## src/rtl/ysyx_23060111_lsu_pkg.sv

```systemverilog
// Shared LSU definitions: FSM state encoding, RV32I funct3 size codes and request legality helpers.
package ysyx_23060111_lsu_pkg;

  typedef enum logic [1:0] {
    IDLE = 2'd0,
    REQ  = 2'd1,
    WAIT = 2'd2,
    RESP = 2'd3
  } lsu_state_e;

  localparam logic [2:0] F3_B  = 3'b000;
  localparam logic [2:0] F3_H  = 3'b001;
  localparam logic [2:0] F3_W  = 3'b010;
  localparam logic [2:0] F3_BU = 3'b100;
  localparam logic [2:0] F3_HU = 3'b101;

  function automatic logic f3_illegal(input logic wen, input logic [2:0] f3);
    if (wen) return (f3 != F3_B) && (f3 != F3_H) && (f3 != F3_W);
    return !(f3 inside {F3_B, F3_H, F3_W, F3_BU, F3_HU});
  endfunction

  function automatic logic misaligned(input logic [2:0] f3, input logic [1:0] lo);
    case (f3[1:0])
      2'b01:   return lo[0];
      2'b10:   return lo != 2'b00;
      default: return 1'b0;
    endcase
  endfunction

endpackage

```

## src/rtl/ysyx_23060111_lsu_if.sv

```systemverilog
// LSU bus bundle: EXU request, writeback response and memory request/response channels.
interface ysyx_23060111_lsu_if;
  logic        req_valid;
  logic        req_ready;
  logic        req_wen;
  logic [2:0]  req_funct3;
  logic [31:0] req_addr;
  logic [31:0] req_wdata;
  logic [4:0]  req_rd;

  logic        resp_valid;
  logic        resp_ready;
  logic [31:0] resp_rdata;
  logic [4:0]  resp_rd;
  logic        resp_wen;
  logic        resp_err;

  logic        mem_valid;
  logic        mem_ready;
  logic [31:0] mem_addr;
  logic        mem_wen;
  logic [31:0] mem_wdata;
  logic [3:0]  mem_wmask;
  logic        mem_rvalid;
  logic [31:0] mem_rdata;

  // slave: the LSU itself; master: the surrounding EXU/WBU/memory environment
  modport slave (
    input  req_valid, req_wen, req_funct3, req_addr, req_wdata, req_rd,
    output req_ready,
    output resp_valid, resp_rdata, resp_rd, resp_wen, resp_err,
    input  resp_ready,
    output mem_valid, mem_addr, mem_wen, mem_wdata, mem_wmask,
    input  mem_ready, mem_rvalid, mem_rdata
  );

  modport master (
    output req_valid, req_wen, req_funct3, req_addr, req_wdata, req_rd,
    input  req_ready,
    input  resp_valid, resp_rdata, resp_rd, resp_wen, resp_err,
    output resp_ready,
    input  mem_valid, mem_addr, mem_wen, mem_wdata, mem_wmask,
    output mem_ready, mem_rvalid, mem_rdata
  );
endinterface

```

## src/rtl/ysyx_23060111_lsu_align.sv

```systemverilog
// Combinational lane logic: store byte strobe / data replication and load lane select with extension.
module ysyx_23060111_lsu_align
  import ysyx_23060111_lsu_pkg::*;
(
  input  logic [2:0]  funct3_i,
  input  logic [1:0]  lane_i,
  input  logic [31:0] wdata_i,
  input  logic [31:0] rdata_i,
  output logic [3:0]  wmask_o,
  output logic [31:0] wdata_o,
  output logic [31:0] rdata_o
);

  logic [7:0]  byte_sel;
  logic [15:0] half_sel;

  always_comb begin
    wmask_o = 4'b1111;
    wdata_o = wdata_i;
    case (funct3_i[1:0])
      2'b00: begin
        wmask_o = 4'b0001 << lane_i;
        wdata_o = {4{wdata_i[7:0]}};
      end
      2'b01: begin
        wmask_o = lane_i[1] ? 4'b1100 : 4'b0011;
        wdata_o = {2{wdata_i[15:0]}};
      end
      default: ;
    endcase
  end

  // Half accesses only look at addr[1]; word accesses ignore the lane entirely.
  always_comb begin
    case (lane_i)
      2'd0:    byte_sel = rdata_i[7:0];
      2'd1:    byte_sel = rdata_i[15:8];
      2'd2:    byte_sel = rdata_i[23:16];
      default: byte_sel = rdata_i[31:24];
    endcase
    half_sel = lane_i[1] ? rdata_i[31:16] : rdata_i[15:0];
    case (funct3_i)
      F3_B:    rdata_o = {{24{byte_sel[7]}}, byte_sel};
      F3_H:    rdata_o = {{16{half_sel[15]}}, half_sel};
      F3_BU:   rdata_o = {24'd0, byte_sel};
      F3_HU:   rdata_o = {16'd0, half_sel};
      default: rdata_o = rdata_i;
    endcase
  end

endmodule

```

## src/rtl/ysyx_23060111_lsu.sv

```systemverilog
// Load/store unit: one outstanding memory transaction with timeout abort.
// Define YSYX_23060111_MISALIGN_TRAP_EN to reject misaligned half/word accesses with resp_err.
module ysyx_23060111_lsu
  import ysyx_23060111_lsu_pkg::*;
#(
  parameter int unsigned TIMEOUT_CYC = 255
) (
  input  logic                clk,
  input  logic                rst_n,
  ysyx_23060111_lsu_if.slave  bus
);

  localparam int CNT_W = $clog2(TIMEOUT_CYC + 1);
  localparam logic [CNT_W-1:0] CNT_LAST = CNT_W'(TIMEOUT_CYC - 1);

  lsu_state_e       state_q, state_d;
  logic [CNT_W-1:0] cnt_q, cnt_d;
  logic             err_q, err_d;
  logic             cap_req, cap_rdata, timeout, pre_err;

  logic        wen_q;
  logic [2:0]  f3_q;
  logic [31:0] addr_q, wdata_q, rdata_q;
  logic [4:0]  rd_q;

  logic [3:0]  lane_mask;
  logic [31:0] lane_wdata, ext_rdata;

`ifdef YSYX_23060111_MISALIGN_TRAP_EN
  assign pre_err = f3_illegal(bus.req_wen, bus.req_funct3) ||
                   misaligned(bus.req_funct3, bus.req_addr[1:0]);
`else
  assign pre_err = f3_illegal(bus.req_wen, bus.req_funct3);
`endif

  // Counter saturates at CNT_LAST so a handshake on the final REQ cycle still times out in WAIT.
  assign timeout = (cnt_q == CNT_LAST);

  always_comb begin
    state_d   = state_q;
    cnt_d     = cnt_q;
    err_d     = err_q;
    cap_req   = 1'b0;
    cap_rdata = 1'b0;
    case (state_q)
      IDLE: begin
        if (bus.req_valid) begin
          cap_req = 1'b1;
          err_d   = pre_err;
          cnt_d   = '0;
          state_d = pre_err ? RESP : REQ;
        end
      end
      REQ: begin
        cnt_d = timeout ? cnt_q : cnt_q + 1'b1;
        if (bus.mem_ready && bus.mem_rvalid) begin
          cap_rdata = 1'b1;
          state_d   = RESP;
        end else if (bus.mem_ready) begin
          state_d = WAIT;
        end else if (timeout) begin
          err_d   = 1'b1;
          state_d = RESP;
        end
      end
      WAIT: begin
        cnt_d = timeout ? cnt_q : cnt_q + 1'b1;
        if (bus.mem_rvalid) begin
          cap_rdata = 1'b1;
          state_d   = RESP;
        end else if (timeout) begin
          err_d   = 1'b1;
          state_d = RESP;
        end
      end
      RESP: begin
        if (bus.resp_ready) state_d = IDLE;
      end
      default: state_d = IDLE;
    endcase
  end

  always_ff @(posedge clk or negedge rst_n) begin
    if (!rst_n) begin
      state_q <= IDLE;
      cnt_q   <= '0;
      err_q   <= 1'b0;
    end else begin
      state_q <= state_d;
      cnt_q   <= cnt_d;
      err_q   <= err_d;
    end
  end

  // Payload registers carry no reset: every output they feed is gated by the FSM state.
  always_ff @(posedge clk) begin
    if (cap_req) begin
      wen_q   <= bus.req_wen;
      f3_q    <= bus.req_funct3;
      addr_q  <= bus.req_addr;
      wdata_q <= bus.req_wdata;
      rd_q    <= bus.req_rd;
    end
    if (cap_rdata) rdata_q <= bus.mem_rdata;
  end

  ysyx_23060111_lsu_align u_align (
    .funct3_i (f3_q),
    .lane_i   (addr_q[1:0]),
    .wdata_i  (wdata_q),
    .rdata_i  (rdata_q),
    .wmask_o  (lane_mask),
    .wdata_o  (lane_wdata),
    .rdata_o  (ext_rdata)
  );

  logic in_req, in_resp, st_req, load_ok;
  assign in_req  = (state_q == REQ);
  assign in_resp = (state_q == RESP);
  assign st_req  = in_req && wen_q;
  assign load_ok = !err_q && !wen_q;

  assign bus.req_ready  = (state_q == IDLE);
  assign bus.mem_valid  = in_req;
  assign bus.mem_addr   = in_req ? {addr_q[31:2], 2'b00} : 32'd0;
  assign bus.mem_wen    = st_req;
  assign bus.mem_wmask  = st_req ? lane_mask : 4'b0000;
  assign bus.mem_wdata  = st_req ? lane_wdata : 32'd0;
  assign bus.resp_valid = in_resp;
  assign bus.resp_rdata = (in_resp && load_ok) ? ext_rdata : 32'd0;
  assign bus.resp_rd    = in_resp ? rd_q : 5'd0;
  assign bus.resp_wen   = in_resp && load_ok && (rd_q != 5'd0);
  assign bus.resp_err   = in_resp && err_q;

endmodule

```

## src/flat_wrapper.sv

```systemverilog
// flat-port wrapper written by rule: the top's interface ports become plain ports
module ysyx_23060111_lsu_flat import ysyx_23060111_lsu_pkg::*;
#(
  parameter int unsigned TIMEOUT_CYC = 255
)
  (clk, rst_n, bus_req_valid, bus_req_wen, bus_req_funct3, bus_req_addr, bus_req_wdata, bus_req_rd, bus_req_ready, bus_resp_valid, bus_resp_rdata, bus_resp_rd, bus_resp_wen, bus_resp_err, bus_resp_ready, bus_mem_valid, bus_mem_addr, bus_mem_wen, bus_mem_wdata, bus_mem_wmask, bus_mem_ready, bus_mem_rvalid, bus_mem_rdata);
  ysyx_23060111_lsu_if bus_i ();
  input  logic clk;
  input  logic rst_n;
  input wire logic [$bits(bus_i.req_valid)-1:0] bus_req_valid;
  input wire logic [$bits(bus_i.req_wen)-1:0] bus_req_wen;
  input wire logic [$bits(bus_i.req_funct3)-1:0] bus_req_funct3;
  input wire logic [$bits(bus_i.req_addr)-1:0] bus_req_addr;
  input wire logic [$bits(bus_i.req_wdata)-1:0] bus_req_wdata;
  input wire logic [$bits(bus_i.req_rd)-1:0] bus_req_rd;
  output wire logic [$bits(bus_i.req_ready)-1:0] bus_req_ready;
  output wire logic [$bits(bus_i.resp_valid)-1:0] bus_resp_valid;
  output wire logic [$bits(bus_i.resp_rdata)-1:0] bus_resp_rdata;
  output wire logic [$bits(bus_i.resp_rd)-1:0] bus_resp_rd;
  output wire logic [$bits(bus_i.resp_wen)-1:0] bus_resp_wen;
  output wire logic [$bits(bus_i.resp_err)-1:0] bus_resp_err;
  input wire logic [$bits(bus_i.resp_ready)-1:0] bus_resp_ready;
  output wire logic [$bits(bus_i.mem_valid)-1:0] bus_mem_valid;
  output wire logic [$bits(bus_i.mem_addr)-1:0] bus_mem_addr;
  output wire logic [$bits(bus_i.mem_wen)-1:0] bus_mem_wen;
  output wire logic [$bits(bus_i.mem_wdata)-1:0] bus_mem_wdata;
  output wire logic [$bits(bus_i.mem_wmask)-1:0] bus_mem_wmask;
  input wire logic [$bits(bus_i.mem_ready)-1:0] bus_mem_ready;
  input wire logic [$bits(bus_i.mem_rvalid)-1:0] bus_mem_rvalid;
  input wire logic [$bits(bus_i.mem_rdata)-1:0] bus_mem_rdata;
  assign bus_i.req_valid = bus_req_valid;
  assign bus_i.req_wen = bus_req_wen;
  assign bus_i.req_funct3 = bus_req_funct3;
  assign bus_i.req_addr = bus_req_addr;
  assign bus_i.req_wdata = bus_req_wdata;
  assign bus_i.req_rd = bus_req_rd;
  assign bus_req_ready = bus_i.req_ready;
  assign bus_resp_valid = bus_i.resp_valid;
  assign bus_resp_rdata = bus_i.resp_rdata;
  assign bus_resp_rd = bus_i.resp_rd;
  assign bus_resp_wen = bus_i.resp_wen;
  assign bus_resp_err = bus_i.resp_err;
  assign bus_i.resp_ready = bus_resp_ready;
  assign bus_mem_valid = bus_i.mem_valid;
  assign bus_mem_addr = bus_i.mem_addr;
  assign bus_mem_wen = bus_i.mem_wen;
  assign bus_mem_wdata = bus_i.mem_wdata;
  assign bus_mem_wmask = bus_i.mem_wmask;
  assign bus_i.mem_ready = bus_mem_ready;
  assign bus_i.mem_rvalid = bus_mem_rvalid;
  assign bus_i.mem_rdata = bus_mem_rdata;
  ysyx_23060111_lsu #(.TIMEOUT_CYC(TIMEOUT_CYC)) u_core (.clk(clk), .rst_n(rst_n), .bus(bus_i));
endmodule
```

## config.mk

```make
export PLATFORM = sky130hd
export DESIGN_NAME = ysyx_23060111_lsu_flat
export DESIGN_NICKNAME = d
export VERILOG_FILES = /design/src/rtl/ysyx_23060111_lsu_pkg.sv /design/src/rtl/ysyx_23060111_lsu_if.sv /design/src/rtl/ysyx_23060111_lsu_align.sv /design/src/rtl/ysyx_23060111_lsu.sv /design/src/flat_wrapper.sv
export SDC_FILE = /design/constraint.sdc
export NUM_CORES = 1
export LEC_CHECK = 0
export ABC_AREA = 0
export BUFFER_PORTS_ARGS = -buffer_cell sky130_fd_sc_hd__clkbuf_2
export CORE_MARGIN = 2
export CORE_UTILIZATION = 35
export CTS_CLUSTER_DIAMETER = 150
export DETAILED_ROUTE_END_ITERATION = 8
export HOLD_SLACK_MARGIN = 0.06
export PLACE_DENSITY_LB_ADDON = 0.3
export SLEW_MARGIN = 0
export SYNTH_ARGS = -nofsm -noshare
export SYNTH_HDL_FRONTEND = slang
export SYNTH_SLANG_ARGS = --single-unit
```

## constraint.sdc

```tcl
create_clock -name clk -period 5.8 [get_ports clk]
set_clock_uncertainty 0.1 [all_clocks]
set_input_delay 0.58 -clock clk [delete_from_list [all_inputs] [get_ports clk]]
set_output_delay 0.58 -clock clk [all_outputs]
set_load 0.03 [all_outputs]
```

# After elaboration in Yosys (flattened, before gate mapping)
# Cells that the tools add are included.
# Widths: inputs -> output; s select.
[word_totals]
ff_bits = 116
input_bits = 111
out_inout_bits = 111
elab_cells = 94
[op_classes]
add_sub_neg = 1
n_eq_ne = 22
shifts = 1
muxes = 36
reduce_logical = 25
[op_table]
columns = ["op", "count"]
rows = [
  ["$pmux 32 s4", 1],
  ["$mux 32", 3],
  ["$pmux 32 s2", 1],
  ["$pmux 8 s3", 1],
  ["$mux 16", 1],
  ["$mux 8", 2],
  ["$pmux 8 s2", 1],
  ["$mux 2", 7],
  ["$eq 3x3->1 const B", 4],
  ["$mux 1", 12],
  ["$ne 2x2->1 const B", 6],
  ["$reduce_bool 5->1", 2],
  ["$add 8x1->8 const B", 1],
  ["$eq 8x8->1 const B", 1],
  ["$logic_and 1x1->1", 8],
  ["$mux 4", 2],
  ["$pmux 2 s4", 1],
  ["$pmux 4 s2", 1],
  ["$eq 2x1->1 const B", 3],
  ["$eq 2x2->1 const B", 3],
  ["$eq 3x1->1 const B", 2],
  ["$logic_not 2->1", 3],
  ["$logic_not 3->1", 2],
  ["$reduce_bool 3->1", 2],
  ["13 further kinds", 15],
]

# Logic depth before layout (Yosys ltp)
[logic_depth]
word_depth = 8
ltp_mapped = 8
ltp_nobuf = 6

# By module
# Synthesis repeated with hierarchy kept, for this count alone.
[unflattened]
hier_cells = 494
hier_area_um2 = 5808.1
[modules_own_cells]
columns = ["mod", "n_inst", "cells_each", "area_each_um2"]
rows = [
  ["ysyx_23060111_lsu", 1, 311, 4644.5],
  ["ysyx_23060111_lsu_align", 1, 183, 1163.6],
]

# Worst setup path after synthesis
# OpenSTA, ideal clock, no wires.
[synth_path]
kind = "register to register"
start = "register u_core.state_q[0]"
end = "register u_core.cnt_q[7]"
setup_time_ns = 0.130
arrival_ns = 3.278
path_slack_ns = 2.292
stages_incl_launch_ff = 8
path_buffers = 2
cell_sequence = "dfrtp_1 > inv_1 > ha_1 > buf_4 > and2_1 > and2_1 > buf_1 > a21oi_1"
[synth_via]
word_cells_on_any_way = 9
[synth_lines]
columns = ["item", "line_no", "text"]
rows = [
  ["start, declared", "ysyx_23060111_lsu.sv:16", "lsu_state_e state_q, state_d;"],
  ["start signal, assigned", "ysyx_23060111_lsu.sv:89", "state_q <= state_d;"],
  ["$logic_not 2->1 *", "--", ""],
  ["named net bus_req_ready", "flat_wrapper.sv:16", "output wire logic [$bits(bus_i.req_ready)-1:0] bus_req_ready;"],
  ["$ne 2x2->1 (no source line) or $reduce_bool 2->1 (tied branches)", "--", ""],
  ["$reduce_and 3->1 (no source line)", "--", ""],
  ["end signal, assigned", "ysyx_23060111_lsu.sv:90", "cnt_q <= cnt_d;"],
  ["end, declared", "ysyx_23060111_lsu.sv:17", "logic [CNT_W-1:0] cnt_q, cnt_d;"],
]
# The timed path passes the listed nets; every way through them passes the cells marked *.
# A chain may end at the register's enable or synchronous reset.

# Worst setup path after layout
[layout_path]
start = "register u_core.f3_q[0]"
end = "output bus_resp_rdata[5]"
[layout_via]
elab_chain_len = 3
word_cells_on_any_way = 6
[layout_rtl]
columns = ["item", "line_no", "text"]
rows = [
  ["start, declared", "ysyx_23060111_lsu.sv:22", "logic [2:0] f3_q;"],
  ["start signal, assigned", "ysyx_23060111_lsu.sv:99", "f3_q <= bus.req_funct3;"],
  ["$eq 3x3->1 (tied with other cells)", "ysyx_23060111_lsu_align.sv:42", "case (funct3_i)"],
  ["$pmux 32 s4 *", "ysyx_23060111_lsu_align.sv:42", ""],
  ["$mux 32 *", "ysyx_23060111_lsu.sv:130", "assign bus.resp_rdata = (in_resp && load_ok) ? ext_rdata : 32'd0;"],
  ["end, declared", "flat_wrapper.sv:18", "output wire logic [$bits(bus_i.resp_rdata)-1:0] bus_resp_rdata;"],
]
# Mark *: on every way between the ends. The rest lies on a longest branch, timed or not.

==> results.py <==
metrics = {
    "outcome": {
        "outcome": "complete, no violations",
    },
    "synthesis": {
        "synth_edf_count": 105,
        "synth-seq-cells": 116,
        "synth_compound_gate_area_share": 0.104,
        "synth_top_family_by_area": "simple AND/OR/NAND/NOR gates",
        "yosysTopAreaCell": "edfxtp_1",
        "syn_inst": 442,
        "syn-cell-area_mm2": 0.00536,
        "synthTopCellsByArea": "edfxtp_1 (59%), dfrtp_1 (5.1%), and2_1 (4.7%)",
        "netlist.area_leader.share": 0.588,
        "synthAdderAreaFrac": 0.0140,
        "yosysWarnings": 0,
        "synth_xor_area_frac": 0,
        "muxShareOfSynthArea": 0.0537,
        "syn_avg_cell_area_um2": 12.1,
        "synth_cell_types": 47,
        "synth_flop_cell": "edfxtp_1",
        "ys_seq_area_frac": 0.639,
        "synth-simple-area-share": 0.157,
        "async_reset_ff_frac": 0.0948,
    },
    "setup_path": {
        "crit_chain": "nor2b_1 > inv_1 > a21oi_1 > o221a_2 > clkbuf_2",
        "crit_arrival_ps": 2900,
        "end_kind": "output pin",
        "worst-path-buf-inv": 2,
        "ff2ff_setup_slack_ps": 3380,
        "path_max_fanout": 16,
        "cp_slowest_stage_delay_ps": 770,
        "cp_data_required_time_ps": 5120,
        "critPathSlowestCell": "nor2b_1",
        "path_delay_family": "simple AND/OR/NAND/NOR gates",
        "path_class": "reg2out",
        "start_kind": "flop",
    },
    "cts": {
        "cts_setup_buffers": 0,
        "cts_tree": "yes",
        "clk-insertion-delay-late_ps": 410,
        "cts-root-buf": "clkbuf_16",
        "path_clk_slew_ps": 60,
        "cts_max_level": 4,
        "cts.repair.resized": 0,
        "hold_buffers": 1,
        "cts_buffers": 17,
        "clock_path_buffers": 2,
        "clock_sink_count": 116,
    },
    "global_route": {
        "met1_usage": 0.221,
        "grt_pass1_vias": 4192,
        "grt_max_degree": 75,
        "grt_use_met2": 0.287,
        "grt_pass1_wl_um": 22400,
        "antenna_found_initial": 0,
        "grt_usage": 0.181,
        "grt.busiest_layer": "met2",
        "grtUsageMet3": 0.0764,
        "overflow": 0,
    },
    "placement": {
        "post-place-ws_ps": 2660,
        "dp_hpwl_um": 10400,
        "globalplace.congestion": 0.818,
        "portBuffers": 219,
        "placed_area_mm2": 0.00660,
        "dp_cells": 827,
    },
    "pwr": {
        "leakage_nw": 3.24,
        "powerDensity_mw_per_mm2": 474,
        "vdd_drop_max_mv": 0.263,
        "finalPower_w": 0.00343,
    },
    "layout": {
        "stdcell_count": 858,
        "fin_nets": 776,
        "antennaDiodeCount": 0,
        "final_common_cell": "clkbuf_2",
        "drive_above_1_share": 0.403,
        "fin_area_mm2": 0.00724,
        "final_cell_mix": "clkbuf_2 (219), edfxtp_1 (105), nand2_1 (64)",
        "area_delta_synth_final_pct": 35.0,
        "n_fill_cell": 1389,
    },
    "route": {
        "dr.first_iter.drc_count": 262,
        "drt.antenna.violating_nets": 0,
        "vias_per_cell": 4.97,
        "dr_total_vias": 4263,
        "drt_pass1_iterations": 5,
        "drc": 0,
        "post_drt_wl_per_cell_um": 17.0,
        "totalWireLength_um": 14600,
    },
    "die": {
        "dieHeight_um": 128,
        "top_level_ports": 222,
        "start_util": 0.355,
        "core_mm2": 0.0151,
        "rows": 45,
        "die_area_mm2": 0.0163,
        "die-width_um": 128,
    },
    "min_path": {
        "min_path_type": "in2reg",
    },
    "timing": {
        "setup_violations": 0,
        "period_needed_ps": 3580,
        "rsz0062_at_grt": "false",
        "relSlewSlack": 0.271,
        "worst_pin_slew_ps": 1090,
        "setup_slack_ps": 2220,
        "finalCritPeriodShare": 0.618,
        "drv_slew": 0,
        "fmax_ghz": 0.279,
        "setup_tns_ps": 0,
        "finalHoldViolCount": 0,
    },
    "job": {
        "drv_cap": 0,
    },
}
==> area by class of cell <==
type | instances | area, um^2 | area share
sequential | 116 | 3430 | 0.473
multi-input combinational | 289 | 1770 | 0.244
timing repair buffer | 223 | 1130 | 0.156
clock buffer | 17 | 425 | 0.0587
tap | 188 | 235 | 0.0325
clock inverter | 13 | 210 | 0.0290
inverter | 12 | 45.0 | 0.00622
==> Yosys cell counts, types with 8 or more instances <==
master    instances
edfxtp_1        105
nand2_1          64
and2_1           40
a21oi_1          38
nor2_1           33
mux2i_1          22
clkbuf_1         11
dfrtp_1          11
inv_1            11
and3_1           10
o21ai_0           9
a22oi_1           8
buf_2             8
==> metal layers <==
| metal | vias to the layer above | routed length, um |
|---|---|---|
| met3 | 19 | 1280 |
| met5 | - | 0 |
| met1 | 2033 | 5960 |
| met2 | 178 | 7110 |
| met4 | 0 | 216 |
| li1 | 2033 | - |
==> where the power goes <==
| group | internal (W) | switching (W) | total (W) |
|---|---|---|---|
| clock network | 0.000756 | 0.000377 | 0.00113 |
| registers | 0.00112 | 0.000102 | 0.00122 |
| logic | 0.000323 | 0.000754 | 0.00108 |
| total | 0.00220 | 0.00123 | 0.00343 |
==> state kept, by name (all words and copies together), names as in the netlist <==
signal	count
u_core.wdata_q	32
u_core.addr_q	32
u_core.f3_q	3
u_core.cnt_q	8
u_core.rdata_q	32
u_core.rd_q	5
u_core.state_q	2
u_core.wen_q	1
u_core.err_q	1
==> per-stage QoR <==
| step | hold slack (ps) | util |
|---|---|---|
| after floorplan | 184 | - |
| after global placement | 376 | 0.437 |
| after detailed placement | 378 | 0.437 |
| after CTS | 217 | 0.480 |
| after global routing | 215 | 0.480 |
| final | 240 | 0.480 |
==> final timing paths <==
kind / from / endpoint / cells past startpoint
setup / recovery: u_core.f3_q[0] / bus_resp_rdata[5] / 5
hold / removal: bus_req_addr[25] / u_core.addr_q[25] / 1
setup reg to reg: u_core.state_q[1] / u_core.cnt_q[2] / 5
hold reg to reg: u_core.cnt_q[0] / u_core.cnt_q[0] / 2
max in group asynchronous: rst_n / u_core.cnt_q[7] / 2
min in group asynchronous: rst_n / u_core.state_q[1] / 2
==> cell families after synthesis <==
kind of cell	Yosys count
AOI/OAI and AO/OA	83
adders and majority gates	6
buffers and inverters	38
DFF	116
muxes	26
other	1
and+or+nand+nor	172
(Power assumes the default switching activity.)
